$ cat config.mk
export PLATFORM = sky130hd
export DESIGN_NAME = mem_port_arbiter
export DESIGN_NICKNAME = d
export VERILOG_FILES = /design/src/rtl/mem_port_arbiter.sv
export SDC_FILE = /design/constraint.sdc
export NUM_CORES = 1
export LEC_CHECK = 0
export CORE_MARGIN = 5
export CORE_UTILIZATION = 42
export CTS_CLUSTER_SIZE = 25
export DETAILED_ROUTE_END_ITERATION = 16
export PLACE_DENSITY = 0.93
export SLEW_MARGIN = 20
export SYNTH_ARGS = -nofsm -noshare
export SYNTH_HDL_FRONTEND = slang
export SYNTH_SLANG_ARGS = --single-unit
$ cat constraint.sdc
create_clock -name clk -period 3.6 [get_ports clk]
set_clock_uncertainty 0.2 [all_clocks]
set_input_delay 0.54 -clock clk [delete_from_list [all_inputs] [get_ports clk]]
set_output_delay 0.54 -clock clk [all_outputs]
set_load 0.1 [all_outputs]
$ cat src/rtl/mem_port_arbiter.sv
// rtl/mem_port_arbiter.sv - four-way memory port arbiter with fetch anti-starvation and access timeout
module mem_port_arbiter #(
    parameter int ADDR_W     = 16,
    parameter int DATA_W     = 16,
    parameter int TIMEOUT    = 15,
    parameter int STARVE_LIM = 3
) (
    input  logic                  clk,
    input  logic                  rst,
    input  logic [3:0]            req,
    input  logic [3:0]            req_we,
    input  logic [3:0]            req_byte,
    input  logic [4*ADDR_W-1:0]   req_addr,
    input  logic [4*DATA_W-1:0]   req_wdata,
    output logic [3:0]            grant,
    output logic [3:0]            done,
    output logic [3:0]            err,
    output logic [DATA_W-1:0]     rdata,
    output logic                  mem_en,
    output logic                  mem_we,
    output logic                  mem_byte,
    output logic [ADDR_W-1:0]     mem_addr,
    output logic [DATA_W-1:0]     mem_wdata,
    input  logic [DATA_W-1:0]     mem_rdata,
    input  logic                  mem_ack,
    output logic                  busy,
    output logic [1:0]            arb_state
);

    typedef enum logic [1:0] {
        S_IDLE   = 2'b00,
        S_ACCESS = 2'b01,
        S_RESP   = 2'b10
    } state_t;

    localparam logic [7:0] TO_LAST    = 8'(TIMEOUT - 1);
    localparam logic [7:0] STARVE_MAX = 8'(STARVE_LIM);

    state_t              state, state_nxt;
    logic [1:0]          idx;
    logic [ADDR_W-1:0]   l_addr;
    logic [DATA_W-1:0]   l_wdata;
    logic                l_we;
    logic                l_byte;
    logic                l_err;
    logic [7:0]          to_cnt;
    logic [7:0]          starve_cnt;
    logic [DATA_W-1:0]   rdata_q;

    logic [1:0]          win_idx;
    logic [ADDR_W-1:0]   win_addr;
    logic                win_misaligned;
    logic [DATA_W-1:0]   rd_fmt;
    logic [3:0]          grant_v;

    // Winner selection: fixed priority 0 > 1 > 2 > 3 unless fetch has starved long enough
    always_comb begin
        win_idx = 2'd3;
        if (req[3] && starve_cnt == STARVE_MAX)
            win_idx = 2'd3;
        else if (req[0])
            win_idx = 2'd0;
        else if (req[1])
            win_idx = 2'd1;
        else if (req[2])
            win_idx = 2'd2;
        win_addr       = req_addr[int'(win_idx)*ADDR_W +: ADDR_W];
        win_misaligned = !req_byte[win_idx] && win_addr[0];
    end

    // Lane extraction for byte reads; word reads pass straight through
    always_comb begin
        rd_fmt = mem_rdata;
        if (l_byte)
            rd_fmt = l_addr[0] ? {8'h00, mem_rdata[15:8]} : {8'h00, mem_rdata[7:0]};
    end

    // State register
    always_ff @(posedge clk or negedge rst) begin
        if (!rst)
            state <= S_IDLE;
        else
            state <= state_nxt;
    end

    // Next-state logic: misaligned word accesses skip memory entirely
    always_comb begin
        state_nxt = state;
        case (state)
            S_IDLE:   if (|req) state_nxt = win_misaligned ? S_RESP : S_ACCESS;
            S_ACCESS: if (mem_ack || to_cnt == TO_LAST) state_nxt = S_RESP;
            S_RESP:   state_nxt = S_IDLE;
            default:  state_nxt = S_IDLE;
        endcase
    end

    // Request latch, timeout/starve counters and read-data capture
    always_ff @(posedge clk or negedge rst) begin
        if (!rst) begin
            idx        <= 2'd0;
            l_addr     <= '0;
            l_wdata    <= '0;
            l_we       <= 1'b0;
            l_byte     <= 1'b0;
            l_err      <= 1'b0;
            to_cnt     <= 8'd0;
            starve_cnt <= 8'd0;
            rdata_q    <= '0;
        end else begin
            case (state)
                S_IDLE: begin
                    if (|req) begin
                        idx     <= win_idx;
                        l_addr  <= win_addr;
                        l_wdata <= req_wdata[int'(win_idx)*DATA_W +: DATA_W];
                        l_we    <= req_we[win_idx];
                        l_byte  <= req_byte[win_idx];
                        l_err   <= win_misaligned;
                        to_cnt  <= 8'd0;
                        if (win_misaligned)
                            rdata_q <= '0;
                        if (win_idx == 2'd3 || !req[3])
                            starve_cnt <= 8'd0;
                        else if (starve_cnt != STARVE_MAX)
                            starve_cnt <= starve_cnt + 8'd1;
                    end
                end
                S_ACCESS: begin
                    if (mem_ack) begin
                        rdata_q <= l_we ? '0 : rd_fmt;
                        l_err   <= 1'b0;
                    end else begin
                        to_cnt <= to_cnt + 8'd1;
                        if (to_cnt == TO_LAST) begin
                            l_err   <= 1'b1;
                            rdata_q <= '0;
                        end
                    end
                end
                default: ;
            endcase
        end
    end

    // Outputs decoded from the registered state and latched request
    always_comb begin
        grant_v   = (state != S_IDLE) ? (4'b0001 << idx) : 4'b0000;
        grant     = grant_v;
        done      = (state == S_RESP && !l_err) ? grant_v : 4'b0000;
        err       = (state == S_RESP &&  l_err) ? grant_v : 4'b0000;
        rdata     = rdata_q;
        mem_en    = (state == S_ACCESS);
        mem_we    = mem_en & l_we;
        mem_byte  = mem_en & l_byte;
        mem_addr  = mem_en ? l_addr : '0;
        mem_wdata = '0;
        if (mem_en)
            mem_wdata = l_byte ? {l_wdata[7:0], l_wdata[7:0]} : l_wdata;
        busy      = (state != S_IDLE);
        arb_state = state;
    end

endmodule

==> run metrics <==
Mapped Nets=647; minimum clock period=between 3 and 4 ns; Critical Path RT=between 2 and 3 ns; largest net degree at the start of global routing=just over 70; FFs w/ async S/R, synth=between 90% and 100%; r2r setup slk=0.76 ns; initial core utilization=42.9%; Pleak=roughly 3 nW; vias in the first global route=4799; Distinct cells, synth=between 40 and 50; post-synthesis cell area=4400 µm²; CTS Buffer Depth=2; YS warnings=0; r2r startpoint=arb_state[1]$_DFFE_PN0P_; Avg Inst Size Synth=between 9 and 10 µm²; Setup crit end kind=primary output; Max Slew Vio Count=0; Resized Gates After CTS=0; crit path max fanout=28; Comb pwr share=between 60% and 70%; dpl cells=approximately 820; first drt pass iteration count=8; Layout area overhead=57.7%; DRC viols=0; R2R Path End=rdata[15]$_DFFE_PN0P_; antenna violations before repair=0; endpoints failing setup=0; slew margin rel.=about 34%; DP HPWL=around 11000 µm; fin cells=around 830; postcts setup bufs=0; vias=about 4.7k; gr usage total=a little under a quarter; post-synthesis register bit count=approximately 70; most common cell after layout, fill and taps aside=clkdlybuf4s50_1; die area=12600 µm²; CP arrival=2.31 ns; total grt overflow=0; Hold Vio Cnt, Final=0; clock share of power=13.1%; status=finished clean; register area share after synthesis=40.3%; TritonCTS clock tree=built; RSZ-0062 raised after global routing=no; vias per cell=5.61; H-tree levels=3; maximum VDD drop=about 0.55 mV; Synth Flop Type=dfrtp_1; site row count=37; Clock Tree Root=clkbuf_8; Avg WL per Cell=~18 µm; total core area=10300 µm²; P_int=~2.6 mW; Psw=3.35 mW; global-route wire length before repair=23900 µm; share of cells above drive strength 1=between 15 and 20%; Num Clock Sinks=approximately 70; Die Y=between 100 and 150 µm; Crit Path Class=reg -> out; Hold Path Class=in -> async; Post-synth EDFFs=0; RD Place Congestion=0.829; DR iter-0 viols=284; Final #Nets=between 800 and 900; Post-CTS Hold Buffers=0; final WL=roughly 15000 µm; Gate Count Post-Synth=485; Fmax=0.327 GHz; Final period util=between 80% and 90%; cts bufs inserted=9; number of max-cap violations=0; R2R depth=6; commonest cells after routing, fill and taps aside=clkdlybuf4s50_1, nand2_1, dfrtp_1; Power Density=between 800 and 900 nW/µm²; ANT cells=0; # IOs=225; IO buf count=between 200 and 250; Worst setup SP type=flop; Skew-Pair Late Insertion Delay=about 0.34 ns; Final ANT Viol Nets=0; Layout Utilization=roughly two thirds; switch share=a little under three fifths; Die W=112 µm; Reg power frac=between 20% and 30%; clk slew on worst S/H paths=approximately 0.08 ns; Slew @ Worst Pin=approximately 1 ns
[power by group through the flow]
stage	Clock, mW	Sequential [mW]	Combinational, mW
final	0.778	1.39	3.79
after floorplan	0	1.79	2.40
after CTS	0.795	1.38	3.81
after detailed placement	0	1.40	3.80
after global routing	0.831	1.43	3.98
after global placement	0	1.37	3.72
[worst max-delay path by stage]
stage | slack (ns) | from | endpoint | cells past startpoint
5_1_grt | 0.43 | arb_state[1]$_DFFE_PN0P_ | mem_addr[4] | 4
3_5_place_dp | 0.67 | req[1] | starve_cnt[7]$_DFFE_PN0P_ | 6
3_3_place_gp | 0.56 | req[3] | l_wdata[9]$_DFFE_PN0P_ | 6
2_1_floorplan | -0.45 | arb_state[1]$_DFFE_PN0P_ | done[0] | 3
4_1_cts | 0.54 | arb_state[1]$_DFFE_PN0P_ | mem_addr[4] | 4
6_report | 0.55 | arb_state[1]$_DFFE_PN0P_ | mem_addr[4] | 4
[worst max-delay path: stages (launching register included)]
cell and delay, ns:
dfrtp_1 0.45, nand2b_1 0.45, inv_2 0.53, and2_1 0.23
buf_4 0.30
[metal layers]
metal	GRT usage [%]	up-vias	wire length, µm	share of wire [%]
li1	-	2203	-	-
met1	27.5	2233	5730	39
met2	41.3	227	7660	52
met3	5.66	19	1250	8.4
met4	7.37	0	223	1.5
met5	0	-	0	0
[state kept, by name (all words and copies together), names as in the netlist]
name        count
l_addr         16
l_wdata        16
rdata          16
starve_cnt      8
to_cnt          8
arb_state       2
idx             2
l_byte          1
l_err           1
l_we            1
[layout make-up]
type                    instances  area (µm²)
clock inverters                 7         121
well taps                     136         170
flip-flops and latches         71        1780
fillers                       798        3330
inverters                      10        41.3
clock buffers                   9         124
multi-input cells             369        2470
repair buffers                232        2240
[stage by stage]
stage / power [mW] / instance area, µm² / setup TNS (ns) / setup WS, ns / hold WS (ns)
floorplan: 4.18 / 4460 / -0.726 / -0.453 / 0.0444
global placement: 5.09 / 6690 / 0 / 0.555 / 0.271
detailed placement: 5.20 / 6700 / 0 / 0.666 / 0.277
CTS: 5.99 / 6950 / 0 / 0.543 / 0.155
global route: 6.25 / 6950 / 0 / 0.429 / 0.201
finish: 5.95 / 6950 / 0 / 0.547 / 0.0798
[cells by family after synthesis]
logic type | Yosys count | share of synthesized area, %
AO/OA/AOI/OAI | 140 | 22.8
XOR/XNOR | 4 | 0.795
adder cells (fa/ha/maj) | 3 | 0.852
buffers and inverters | 45 | 5.34
flip-flops | 71 | 40.3
multiplexers | 40 | 9.09
AND/OR/NAND/NOR | 182 | 20.7
[cell usage after synthesis (3+ instances only)]
cell type	instances	area (µm²)
nand2_1	81	304
dfrtp_1	71	1780
mux2i_1	40	400
o221ai_1	33	289
o211ai_1	32	240
and2_1	26	163
nor2_1	20	75.1
clkbuf_1	18	67.6
nand3_1	17	85.1
a21oi_1	16	80.1
o21ai_0	16	80.1
o21ai_1	15	75.1
inv_1	9	33.8
a22oi_1	8	60.1
buf_2	8	40.0
a21oi_2	7	61.3
buf_6	6	67.6
nor3_1	5	25.0
o31ai_1	5	37.5
or3_1	4	25.0
xor2_1	4	35.0
buf_4	3	22.5
ha_1	3	37.5
nor2_2	3	18.8
nor2b_1	3	18.8
nor3b_1	3	22.5
Power figures use the tool's default switching activity.
